===== config.mk =====
export PLATFORM = sky130hd
export DESIGN_NAME = obstacle_scheduler
export DESIGN_NICKNAME = d
export VERILOG_FILES = /design/src/rtl/obstacle_scheduler.sv
export SDC_FILE = /design/constraint.sdc
export NUM_CORES = 1
export LEC_CHECK = 0
export ABC_AREA = 1
export BUFFER_PORTS_ARGS = -buffer_cell sky130_fd_sc_hd__buf_2
export CELL_PAD_IN_SITES_DETAIL_PLACEMENT = 0
export CELL_PAD_IN_SITES_GLOBAL_PLACEMENT = 1
export CORE_MARGIN = 2
export CORE_UTILIZATION = 39
export CTS_CLUSTER_SIZE = 30
export DETAILED_ROUTE_END_ITERATION = 7
export GPL_TIMING_DRIVEN = 0
export PLACE_DENSITY = 0.89
export SLEW_MARGIN = 10
export SYNTH_ARGS = -nofsm -noshare
export SYNTH_HDL_FRONTEND = slang
export SYNTH_SLANG_ARGS = --single-unit

===== constraint.sdc =====
create_clock -name lcd_pclk -period 2.78 [get_ports lcd_pclk]
set_clock_uncertainty 0.2 [all_clocks]
set_input_delay 0.278 -clock lcd_pclk [delete_from_list [all_inputs] [get_ports lcd_pclk]]
set_output_delay 0.278 -clock lcd_pclk [all_outputs]
set_load 0.01 [all_outputs]

===== src/rtl/obstacle_scheduler.sv =====
// Cactus obstacle scheduler: spawns, scrolls and retires two sprite slots.
// Spawn spacing is a minimum scroll gap plus a masked byte from a Galois LFSR.
module obstacle_scheduler #(
  parameter int          H_DISP    = 800,
  parameter int          MIN_GAP   = 200,
  parameter logic [7:0]  GAP_MASK  = 8'hFF,
  parameter logic [15:0] LFSR_SEED = 16'hACE1
) (
  input  logic        lcd_pclk,
  input  logic        rst,
  input  logic        frame_tick,
  input  logic        is_living,
  input  logic        is_dying,
  input  logic [3:0]  move_rate,
  output logic        cactus_vld_0,
  output logic [10:0] cactus_x_0,
  output logic        cactus_vld_1,
  output logic [10:0] cactus_x_1,
  output logic        spawn_pulse,
  output logic [15:0] passed_cnt
);
  localparam logic [10:0] X_SPAWN = 11'(H_DISP);
  localparam logic [10:0] GAP_MIN = 11'(MIN_GAP);

  typedef enum logic [1:0] {S_IDLE, S_RUN, S_FREEZE} state_t;
  state_t r_state, w_state_nxt;

  logic [1:0]       r_vld, w_vld_nxt;
  logic [1:0][10:0] r_x, w_x_nxt;
  logic [10:0]      r_gap, w_gap_nxt, w_rate;
  logic             r_pulse, w_pulse_nxt;
  logic [15:0]      r_cnt, w_cnt_nxt;
  logic [15:0]      r_lfsr, w_lfsr_nxt;
  logic [1:0]       w_retire, w_nret;
  logic [16:0]      w_sum;
  logic             w_tick;

  assign w_rate     = {7'd0, move_rate};
  // A dying request wins over a tick in the same cycle, so that tick is lost.
  assign w_tick     = (r_state == S_RUN) && frame_tick && !is_dying;
  assign w_lfsr_nxt = {1'b0, r_lfsr[15:1]} ^ (r_lfsr[0] ? 16'hB400 : 16'h0000);

  always_ff @(posedge lcd_pclk or posedge rst) begin
    if (rst) r_state <= S_IDLE;
    else     r_state <= w_state_nxt;
  end

  always_comb begin
    w_state_nxt = r_state;
    case (r_state)
      S_IDLE:  if (is_living) w_state_nxt = S_RUN;
      S_RUN:   if (is_dying)  w_state_nxt = S_FREEZE;
      default: w_state_nxt = S_FREEZE;
    endcase
  end

  always_comb begin
    w_vld_nxt   = r_vld;
    w_x_nxt     = r_x;
    w_gap_nxt   = r_gap;
    w_pulse_nxt = 1'b0;
    w_retire    = '0;
    if (w_tick) begin
      for (int i = 0; i < 2; i++) begin
        if (r_vld[i]) begin
          if (r_x[i] < w_rate) begin
            w_retire[i]  = 1'b1;
            w_vld_nxt[i] = 1'b0;
            w_x_nxt[i]   = X_SPAWN;
          end else begin
            w_x_nxt[i]   = r_x[i] - w_rate;
          end
        end
      end
      // Freeness is judged on pre-tick valids, so a slot retiring now stays busy.
      if (r_gap <= w_rate) begin
        if (!r_vld[0] || !r_vld[1]) begin
          if (!r_vld[0]) begin
            w_vld_nxt[0] = 1'b1;
            w_x_nxt[0]   = X_SPAWN;
          end else begin
            w_vld_nxt[1] = 1'b1;
            w_x_nxt[1]   = X_SPAWN;
          end
          w_gap_nxt   = GAP_MIN + {3'd0, r_lfsr[7:0] & GAP_MASK};
          w_pulse_nxt = 1'b1;
        end else begin
          w_gap_nxt = '0;
        end
      end else begin
        w_gap_nxt = r_gap - w_rate;
      end
    end
    w_nret    = {1'b0, w_retire[0]} + {1'b0, w_retire[1]};
    w_sum     = {1'b0, r_cnt} + {15'd0, w_nret};
    w_cnt_nxt = w_sum[16] ? 16'hFFFF : w_sum[15:0];
  end

  always_ff @(posedge lcd_pclk or posedge rst) begin
    if (rst) begin
      r_vld   <= '0;
      r_x     <= {X_SPAWN, X_SPAWN};
      r_gap   <= '0;
      r_pulse <= 1'b0;
      r_cnt   <= '0;
      r_lfsr  <= LFSR_SEED;
    end else begin
      r_vld   <= w_vld_nxt;
      r_x     <= w_x_nxt;
      r_gap   <= w_gap_nxt;
      r_pulse <= w_pulse_nxt;
      r_cnt   <= w_cnt_nxt;
      r_lfsr  <= w_lfsr_nxt;
    end
  end

  assign cactus_vld_0 = r_vld[0];
  assign cactus_x_0   = r_x[0];
  assign cactus_vld_1 = r_vld[1];
  assign cactus_x_1   = r_x[1];
  assign spawn_pulse  = r_pulse;
  assign passed_cnt   = r_cnt;
endmodule


-- Word level (Yosys, flattened, before mapping)
Index checks and enable logic that the tools add are counted.
- register bits: 70
- output and inout port bits: 41
- word-level logic and storage cells: 60
- add/sub/neg operators: 6
- $lt $le $gt $ge: 3
- eq/ne operators: 3
- mux-type cells: 31
- bitwise operators: 1
- reduce and logical (&&, ||, !) cells: 8
- operator list (cell ; number):
    2-to-1 mux 11 bit ; 7
    2-to-1 mux 22 bit ; 2
    subtractor 11 x 4 -> 11 bit ; 3
    2-to-1 mux 16 bit ; 2
    < comparator 11 x 4 -> 1 bit ; 2
    adder 16 x 2 -> 17 bit ; 1
    bitwise XOR 15 x 16 -> 16 bit ; 1
    2-to-1 mux 1 bit ; 13
    less-or-equal comparator 11 x 4 -> 1 bit ; 1
    2-to-1 mux 2 bit ; 5
    adder 8 x 8 -> 9 bit (first input constant) ; 1
    2-to-1 mux 9 bit ; 1
    != test 2 bit (second input constant) ; 2
    one-hot mux 2 bit (2 select lines) ; 1
    logical NOT 1 bit ; 3
    adder 1 x 1 -> 2 bit ; 1
    equality test 2 x 1 -> 1 bit (second input constant) ; 1
    logical AND 1 bit ; 2
    logical NOT 2 bit ; 1
    AND reduction 2 bit ; 1
    logical OR 1 bit ; 1

-- Logic depth before layout (Yosys ltp)
- depth after elaboration: 7
- gate-level depth with buffers: 19

-- Worst setup path before layout
No wires, ideal clock.
- path type: reg-to-reg
- start: reg r_x (netlist bit cactus_x_1[2])
- end: reg r_cnt[13] (netlist: passed_cnt[13])
- setup time: 0.069 ns
- arrival: 2.894 ns
- required time: 2.511 ns
- setup slack: -0.382 ns
- stages on the path, launching flop included: 18
- clock period less this slack: 3.162 ns
- path through: dfrtp_1 -> ha_1 -> a21oi_1 -> nand2_1 -> nand2_1 -> nand4_1 -> nor2_1 -> inv_1 -> fa_1 -> inv_1 -> ha_1 -> nand2_1 -> nor2_1 -> nand3_1 -> nor2_1 -> nand2_1 -> buf_2 -> nand3_1
- longest elaborated chain between the ends: 7
- ends and longest elaborated chain (element ; line ; text):
    from (decl) ; 29 ; logic [1:0][10:0] r_x, w_x_nxt;
    from (signal assigned) ; 102 ; r_x <= {X_SPAWN, X_SPAWN};
    from (signal assigned) ; 109 ; r_x <= w_x_nxt;
    < comparator 11 x 4 -> 1 bit ; 66 ; if (r_x[i] < w_rate) begin
    2-to-1 mux 1 bit ; 66 ;
    2-to-1 mux 1 bit ; 65 ; if (r_vld[i]) begin
    2-to-1 mux 2 bit ; 63 ; if (w_tick) begin
    adder 1 x 1 -> 2 bit ; 94 ; w_nret = {1'b0, w_retire[0]} + {1'b0, w_retire[1]};
    adder 16 x 2 -> 17 bit ; 95 ; w_sum = {1'b0, r_cnt} + {15'd0, w_nret};
    2-to-1 mux 16 bit ; 96 ; w_cnt_nxt = w_sum[16] ? 16'hFFFF : w_sum[15:0];
    net w_cnt_nxt[13] ; 32 ; logic [15:0] r_cnt, w_cnt_nxt;
    to (signal assigned) ; 112 ; r_cnt <= w_cnt_nxt;
    to (decl) ; 32 ;
The timed path passes the listed nets, and every way through them passes these cells.
A chain may end at the register's enable or synchronous reset.

-- Worst setup path in the final report
- start: reg r_x (netlist bit cactus_x_1[2])
- end: reg r_cnt[14] (netlist: passed_cnt[14])
Same word-level chain as after synthesis.

==> metrics.yaml <==
status: "complete, but fails checks"
violations: "setup timing"
cts-buffers-inserted: 9
tightest_slew_ns: 0.639
placed_cell_area_mm2: 0.00477
clkPwrFrac_pct: 45.6
cts_num_sinks: 70
slowest_delay_ns: 0.43
arrival_ns: 3.05
core_mm2: 0.0107
regArea_mm2: 0.00177
final.period_utilization_pct: 109
yosysSeqAreaShare_pct: 41.7
max_slew_margin_pct: 57.4
htree_levels: 3
path_cells: "ha_4, a21oi_4, nand2_2, nand2_2, nand4_1, nor2_2, inv_2, fa_2, inv_4, ha_4, nand2_4, nor2_4, nand3_4, nor2_4, inv_2, o21ai_2, nand3b_1"
netlist_top_cells_area: "dfrtp_1, nand2_1, dfstp_2"
start_kind: "flip-flop"
synthCells: 568
syn_area_mm2: 0.00424
gr-total-overflow: 0
n_antenna_cell: 0
drt-initial-drc-count: 228
cp.required_ns: 2.80
p_per_area_mw_per_mm2: 385
synth-main-ff-cell: "dfrtp_1"
dr.pass1.iters: 4
route.vias.total: 4066
crit_fanout: 5
ir_drop_mv: 0.251
maxSlewViolCount: 0
setup_ws_ns: -0.247
synth_common_cells: "nand2_1, nand3_1, inv_1, dfrtp_1, nor2_1"
min_period_ns: 3.03
ios: 50
critPathCaptureType: "flip-flop"
power_frac_seq_pct: 48.2
synth_largest_area_cell: "dfrtp_1"
cp-startpoint: "cactus_x_1[2]$_DFFE_PP0P_"
drive_gt1_share_pct: 29.7
async_reset_ff_share_pct: 100
layout.nets: 696
grt_pass1_wl_um: 18900
cap_viol_max_count: 0
ys_ff_latch: 70
synth_edf_count: 0
avgSynthCellArea_um2: 7.46
finalWeightedCongestion: 0.908
drcViolationCount: 0
cp_slowest_cell: "dfrtp_2"
p_sw_share_pct: 24.6
grt_pass1_vias: 4129
multiInputGateArea_mm2: 0.00236
antenna_found_initial: 0
r2r_cells: 17
hold_start: "r_lfsr[8]$_DFF_PP0_"
p_total_w: 0.00211
hold_viol: 0
dp_cells: 758
rows: 38
syn_nets: 595
yosysMostFrequentCell: "nand2_1"
final_design_area_no_fill_mm2: 0.00548
hp-class: "reg -> reg"
finalWirelength_um: 11200
areaGrowthSynthToFinish_pct: 29.3
die-area_mm2: 0.0117
finalSetupViolCount: 17
combPwrFrac_pct: 6.2
fin_util_pct: 51.2
layoutNonFillerInstCount: 814
ys_warn_count: 0
vias_per_cell: 5.00
routedWlPerCell_um: 13.8
min_path_cells: 0
p_leak_nw: 3.02
p_int_w: 0.00159
synth_cell_types: 35
hpwlAfterDp_um: 7650
reg2reg_from: "cactus_x_1[2]$_DFFE_PP0P_"
grt_max_degree: 47
crit_type: "reg -> reg"
drtAntennaViolNets: 0
initial_core_util_pct: 39.6
cts_buffer_depth: 2
io_buffers: 49
max_freq_mhz: 330
synth_top_area_share_pct: 33.1
cts_root_buf: "clkbuf_8"
fillers: 1029
whs_ns: 0.152
die_w_um: 108
die_y_um: 108
power.net_switching_w: 0.000519
clock_latency_ns: 0.35
rsz0062_at_grt: "true"
cts_tree: "yes"
path_clk_slew_ns: 0.09
track_usage_pct: 20.4
## final timing paths
path | end | slack (ns)
max | passed_cnt[14]$_DFF_PP0_ | -0.25
min | r_lfsr[7]$_DFF_PP1_ | 0.15
max reg2reg | passed_cnt[14]$_DFF_PP0_ | -0.25
min reg2reg | r_lfsr[7]$_DFF_PP1_ | 0.15
max in group asynchronous | cactus_x_0[5]$_DFFE_PP1P_ | 1.54
min in group asynchronous | r_lfsr[14]$_DFF_PP0_ | 0.24
## metrics by stage
| step | TNS [ns] | worst slack (ns) |
|---|---|---|
| floorplan | -1.14 | -0.108 |
| global placement | -30.43 | -0.698 |
| CTS | -3.89 | -0.236 |
| finish | -3.60 | -0.247 |
| detailed placement | -11.52 | -0.795 |
| global route | -5.53 | -0.378 |
## routing by layer
layer	vias to the layer above	wire length (um)	part of all wire, %	global-route usage (%)
met4	0	235	2.1	7.42
li1	2016	-	-	-
met5	-	0	0	0
met3	25	609	5.4	4.16
met1	1905	5010	45	25.0
met2	120	5380	48	35.6
## final cells by class
cell class	count	share of cell area (%)
buffer	10	1.12
clock buffer	9	2.26
clock inverter	7	1.92
inverter	76	5.41
multi-input combinational	412	43.0
sequential	70	32.3
tap	140	3.20
timing repair buffer	90	10.7
## power groups by stage
stage / combinational [W] / sequential [W] / clock (W)
final: 0.000131 / 0.00102 / 0.000963
after CTS: 0.000128 / 0.00102 / 0.000983
after global placement: 0.0000984 / 0.00104 / 0
after global routing: 0.000148 / 0.00102 / 0.00103
after floorplan: 0.0000732 / 0.00104 / 0
after detailed placement: 0.000107 / 0.00104 / 0
## placed cells by master, fill, tap and decap left out, types with 7 or more instances in the layout
master and count:
inv_2 13, nand2_2 11, buf_2 53, nor2_1 51, nand2_4 7, nand3_1 60, nor2_2 7, nor3_1 10
dfrtp_1 54, inv_1 59, ha_1 9, clkbuf_8 9, xor2_1 17, dfstp_2 14, nand2_1 158, buf_4 35
nand3_2 11, a21oi_1 11, nand4_1 14, nand3b_1 7
## sequential cells by signal, indices dropped and copies added (netlist names)
register     count
cactus_x_0      11
r_vld            2
r_gap           11
r_lfsr          16
passed_cnt      16
cactus_x_1      11
r_state          2
spawn_pulse      1
## repair_timing
| action | 4_1_cts | 5_1_grt |
|---|---|---|
| resized for setup | 29 | 17 |
| cloned | 1 | 0 |
| hold endpoints to repair | 26 | 0 |
| endpoints found under the setup margin | 16 | 22 |
| buffers inserted | 37 | 5 |
| pin swaps | 17 | 9 |
| hold buffers | 3 | 0 |
## logic make-up (layout without fill, tap and decap cells)
group,count (synthesis),count (layout),synth area share [%]
flops,70,70,41.7
buf+inv,86,192,8.03
simple gates,351,351,37.2
compound gates,25,25,3.31
fa+ha+maj,18,18,6.02
xor+xnor,18,18,3.72
## worst max-delay path, delay by kind of cell, from the launching register on
| kind | cells | cell delay [ns] |
|---|---|---|
| flops | 1 | 0.43 |
| fa+ha+maj | 3 | 0.75 |
| simple gates | 9 | 1.07 |
| buf+inv | 3 | 0.22 |
| compound gates | 2 | 0.24 |
Power figures use the tool's default switching activity.
